<file path="src/rtl/fpu_sp_align_shifter.sv">
// fpu_sp_align_shifter
// Multi-cycle mantissa alignment for the single-precision add/sub path.
// Takes both operands and the exponent comparator results, then picks the
// larger-exponent operand. It right-shifts the smaller mantissa by the
// exponent difference, at most STEP bits per cycle, and keeps guard, round
// and sticky bits. The aligned pair goes out over a valid/ready handshake.
//
// Ports:
//   clk, rst              clock, synchronous active-high reset
//   in_valid / in_ready   operand handshake (in_ready only in IDLE, not in reset)
//   exp_a, exp_b          operand exponents
//   mant_a, mant_b        operand mantissas (hidden bit included)
//   difference            |exp_a - exp_b| from the comparator
//   sign                  1 when exp_a < exp_b
//   overflow              difference not representable; saturate the shift
//   out_valid / out_ready result handshake
//   exp_out               exponent of the larger operand
//   mant_large            unshifted mantissa of the larger operand
//   mant_small            aligned smaller mantissa, bits [2:0] = G, R, S
//   swapped               1 when operand b was taken as the larger operand
module fpu_sp_align_shifter #(
   parameter int MANT_W = 24,
   parameter int EXP_W  = 8,
   parameter int STEP   = 4
) (
   input  logic                clk,
   input  logic                rst,
   input  logic                in_valid,
   output logic                in_ready,
   input  logic [EXP_W-1:0]    exp_a,
   input  logic [EXP_W-1:0]    exp_b,
   input  logic [MANT_W-1:0]   mant_a,
   input  logic [MANT_W-1:0]   mant_b,
   input  logic [EXP_W-1:0]    difference,
   input  logic                sign,
   input  logic                overflow,
   output logic                out_valid,
   input  logic                out_ready,
   output logic [EXP_W-1:0]    exp_out,
   output logic [MANT_W-1:0]   mant_large,
   output logic [MANT_W+2:0]   mant_small,
   output logic                swapped
);

   localparam int WW = MANT_W + 3;
   localparam int RW = $clog2(WW + 1);
   localparam logic [RW-1:0] MAX_SH  = RW'(WW);
   localparam logic [RW-1:0] STEP_SH = RW'(STEP);

   localparam logic [1:0] IDLE  = 2'd0;
   localparam logic [1:0] SHIFT = 2'd1;
   localparam logic [1:0] DONE  = 2'd2;

   logic [1:0]    state;
   logic [RW-1:0] rem;
   logic [WW-1:0] w;
   logic [RW-1:0] rem_in;
   logic [RW-1:0] k;

   // Shifts beyond the full working width all give the same result, so the
   // remaining count is clamped to WW; overflow forces the clamp.
   function automatic logic [RW-1:0] clamp_shift(input logic [EXP_W-1:0] diff,
                                                 input logic ovf);
      if (ovf || (diff >= EXP_W'(WW)))
         return MAX_SH;
      else
         return diff[RW-1:0];
   endfunction

   // Right shift by k with every lost bit, and the old bit 0, folded into
   // the new bit 0 so the sticky bit survives across steps.
   function automatic logic [WW-1:0] shift_sticky(input logic [WW-1:0] v,
                                                  input logic [RW-1:0] sh);
      logic          lost;
      logic [WW-1:0] r;
      lost = 1'b0;
      for (int i = 0; i < WW; i++) begin
         if (i < int'(sh))
            lost = lost | v[i];
      end
      r    = v >> sh;
      r[0] = r[0] | lost;
      return r;
   endfunction

   assign rem_in = clamp_shift(difference, overflow);
   assign k      = (rem < STEP_SH) ? rem : STEP_SH;

   assign in_ready   = (state == IDLE) & ~rst;
   assign out_valid  = (state == DONE);
   assign mant_small = w;

   always_ff @(posedge clk) begin
      if (rst) begin
         state      <= IDLE;
         rem        <= '0;
         w          <= '0;
         exp_out    <= '0;
         mant_large <= '0;
         swapped    <= 1'b0;
      end else begin
         case (state)
            // capture: larger operand passes through, smaller one is loaded for shifting
            IDLE: begin
               if (in_valid) begin
                  if (sign) begin
                     exp_out    <= exp_b;
                     mant_large <= mant_b;
                     w          <= {mant_a, 3'b000};
                     swapped    <= 1'b1;
                  end else begin
                     exp_out    <= exp_a;
                     mant_large <= mant_a;
                     w          <= {mant_b, 3'b000};
                     swapped    <= 1'b0;
                  end
                  rem   <= rem_in;
                  state <= (rem_in != '0) ? SHIFT : DONE;
               end
            end
            // alignment: up to STEP bits per cycle
            SHIFT: begin
               w   <= shift_sticky(w, k);
               rem <= rem - k;
               if (rem == k)
                  state <= DONE;
            end
            // result held until the consumer takes it
            DONE: begin
               if (out_ready)
                  state <= IDLE;
            end
            default: state <= IDLE;
         endcase
      end
   end

endmodule

</file>
<file path="config.mk">
export PLATFORM = sky130hd
export DESIGN_NAME = fpu_sp_align_shifter
export DESIGN_NICKNAME = d
export VERILOG_FILES = /design/src/rtl/fpu_sp_align_shifter.sv
export SDC_FILE = /design/constraint.sdc
export NUM_CORES = 1
export LEC_CHECK = 0
export BUFFER_PORTS_ARGS = -buffer_cell sky130_fd_sc_hd__buf_2
export CAP_MARGIN = 15
export CELL_PAD_IN_SITES_DETAIL_PLACEMENT = 1
export CELL_PAD_IN_SITES_GLOBAL_PLACEMENT = 1
export CORE_UTILIZATION = 40
export DETAILED_ROUTE_END_ITERATION = 7
export GPL_TIMING_DRIVEN = 0
export PLACE_DENSITY = 0.95
export SYNTH_ARGS = -nofsm -noshare
export SYNTH_HDL_FRONTEND = slang
export SYNTH_SLANG_ARGS = --single-unit
</file>
<file path="constraint.sdc">
create_clock -name clk -period 3.7 [get_ports clk]
set_clock_uncertainty 0.15 [all_clocks]
set_input_delay 0.37 -clock clk [delete_from_list [all_inputs] [get_ports clk]]
set_output_delay 0.37 -clock clk [all_outputs]
set_load 0.005 [all_outputs]
</file>
==> flow_summary.json <==
{
  "fmax_mhz": 332,
  "drive_above_1_share_pct": 29.9,
  "clk_latency_ns": 0.37,
  "synth_area_leader_cell": "dfxtp_1",
  "avgSynthCellArea_um2": 8.52,
  "syn_inst": 483,
  "dr_total_vias": 4640,
  "hold_path.class": "in2reg",
  "final_common_cell": "buf_2",
  "drv_cap": 0,
  "rows": 36,
  "drt_iter0_markers": 178,
  "core_um2": 9860,
  "portBuffers": 136,
  "synthAdderAreaFrac_pct": 0.304,
  "min_period_ns": 3.01,
  "worstMarginPinSlew_ns": 1.00,
  "postCtsSetupBuffers": 0,
  "yosysSeqAreaShare_pct": 32.6,
  "grt_pass1_vias": 4887,
  "crit_path_max_incr_delay_ns": 0.51,
  "synth_area_leaders": "dfxtp_1, mux2i_1, a211oi_1, nor2_1, a21oi_1",
  "path_class": "reg2reg",
  "first_pass_iters": 5,
  "finalNonFillerCells": 768,
  "synthMuxAreaShare_pct": 23.7,
  "drtAntennaViolNets": 0,
  "synthToLayoutAreaGrowth_pct": 26.1,
  "nNetsFinal": 709,
  "place_inst": 752,
  "status": "completed",
  "syn-num-nets": 562,
  "peakVddDrop_v": 0.000219,
  "grt_max_degree": 13,
  "grt-ovfl-total": 0,
  "synth_xor_area_share_pct": 0,
  "synth.distinct_cells": 46,
  "arrival_ns": 3.16,
  "yosys.area_share.simple_pct": 16.3,
  "path_delay_family": "buffers and inverters",
  "synth_compound_gate_area_share_pct": 21.5,
  "rsz0062_at_grt": "false",
  "r2r_setup_slack_ns": 0.69,
  "yosysTopAreaCellShare_pct": 32.6,
  "fp.dieH_um": 103,
  "gr-usage-all-layers_pct": 31.8,
  "gp_congestion": 0.915,
  "ys_warn_count": 0,
  "leakagePower_uw": 0.00227,
  "synth_top_family_by_area": "multiplexers",
  "crit_buf_inv": 3,
  "htree_levels": 3,
  "critPathRequiredTime_ns": 3.84,
  "grt_pass1_wl_um": 25100,
  "antenna_cells": 0,
  "die_width_um": 103,
  "startpoint_type": "register",
  "io_pins": 140,
  "hold_buffers": 0,
  "power_uw": 2830,
  "final_max_slew_viol_count": 0,
  "clkSlewWorstSetupHoldPaths_ns": 0.08,
  "finalSetupViolCount": 0,
  "post-route-period-util_pct": 81.4,
  "antenna_found_initial": 0,
  "synthesis.area_um2": 4110,
  "worst-path-max-fanout": 10,
  "vias_per_cell": 6.04,
  "hpwl_um": 12900,
  "avgRoutedWirePerCell_um": 22.1,
  "final_core_util_pct": 52.6,
  "hold_viol_final": 0,
  "slowest_stage": "clkbuf_1",
  "clock_path_buffers": 2,
  "cp_common_cell": "clkbuf_1",
  "end_kind": "register",
  "clock-sinks": 67,
  "final_cell_mix": "buf_2, mux2i_1, dfxtp_1, nor2_1, a211oi_1",
  "crit_chain": "buf_2, or3_1, clkbuf_1, clkbuf_1, nand2_1, ha_1, o21a_1, a2111oi_0, a211oi_1, nor3_1",
  "synth-seq-cells": 67,
  "slew_headroom_pct": 33.3,
  "tns_ns": 0,
  "tritoncts": "built",
  "cts_root_buf": "clkbuf_8",
  "power_density_nw_per_um2": 546,
  "cts_resized": 0,
  "drc": 0,
  "initial_core_util_pct": 41.7,
  "numCtsBuffers": 9,
  "design.die.area_um2": 10700,
  "drt_wl_total_um": 16900
}
[area by class of cell]
class,count,area [µm²]
fill,1246,4680
sequential,67,1340
clock inverter,6,87.6
inverter,1,3.75
tap,133,166
multi-input combinational,368,2550
buffer,47,221
timing repair buffer,136,681
clock buffer,10,138
[per-layer routing]
layer	vias to the layer above	part of all wire (%)	global-route usage, %
met1	2249	39	35.2
met5	-	0	0
li1	2095	-	-
met4	0	4.0	19.1
met3	59	7.6	7.06
met2	237	49	55.6
[power breakdown]
group | total (µW) | switching, µW | internal (µW)
Clock | 728 | 329 | 399
Sequential | 982 | 129 | 852
Combinational | 1120 | 686 | 436
[flip-flops by register name (all words and copies together) (netlist names)]
signal / count
exp_out: 8
mant_large: 24
mant_small: 27
rem: 5
state: 2
swapped: 1
[path summary, 6_finish.rpt]
kind / from / endpoint / cells past startpoint
worst max-delay path: rem[4]$_SDFFE_PP0P_ / rem[2]$_SDFFE_PP0P_ / 10
worst min-delay path: difference[1] / rem[1]$_SDFFE_PP0P_ / 3
worst max register to register: rem[4]$_SDFFE_PP0P_ / rem[2]$_SDFFE_PP0P_ / 10
worst min register to register: swapped$_SDFFE_PP0P_ / swapped$_SDFFE_PP0P_ / 2
[cell families (layout without fill, tap and decap cells)]
| logic type | Yosys count | after routing |
|---|---|---|
| AOI/OAI and AO/OA | 131 | 131 |
| DFF | 67 | 67 |
| muxes | 95 | 95 |
| other | 1 | 1 |
| and+or+nand+nor | 140 | 140 |
| buffers and inverters | 48 | 200 |
| adders and majority gates | 1 | 1 |
[tightest hold or removal path: stages]
cell and delay [ns]:
buf_2 0.09, o31ai_1 0.07, a21oi_1 0.13
[synth_stat cells (all sizes together)]
cell,number
a2111oi,2
a211oi,47
a21o,1
a21oi,29
a22oi,4
a2bb2oi,1
a31oi,1
and3,1
buf,23
clkbuf,24
conb,1
dfxtp,67
ha,1
inv,1
mux2,8
mux2i,86
mux4,1
nand2,29
nand2b,2
nand3,14
nand3b,1
nand4b,1
nor2,62
nor2b,2
nor3,16
nor4,5
nor4b,2
o21a,1
o21ai,22
o21ba,1
o21bai,1
o221ai,4
o22ai,10
o311ai,1
o31ai,3
o32a,2
o32ai,1
or3,1
or4,3
or4b,1
[per-stage QoR]
step	setup slack (ns)	hold WS, ns	cell area, µm²
2_1_floorplan	1.41	0.303	4110
6_report	0.687	0.170	5190
3_5_place_dp	0.755	0.314	4960
5_1_grt	0.497	0.173	5190
3_3_place_gp	0.969	0.293	4960
4_1_cts	0.724	0.166	5190
No activity file was read; power rests on OpenSTA's default activity.
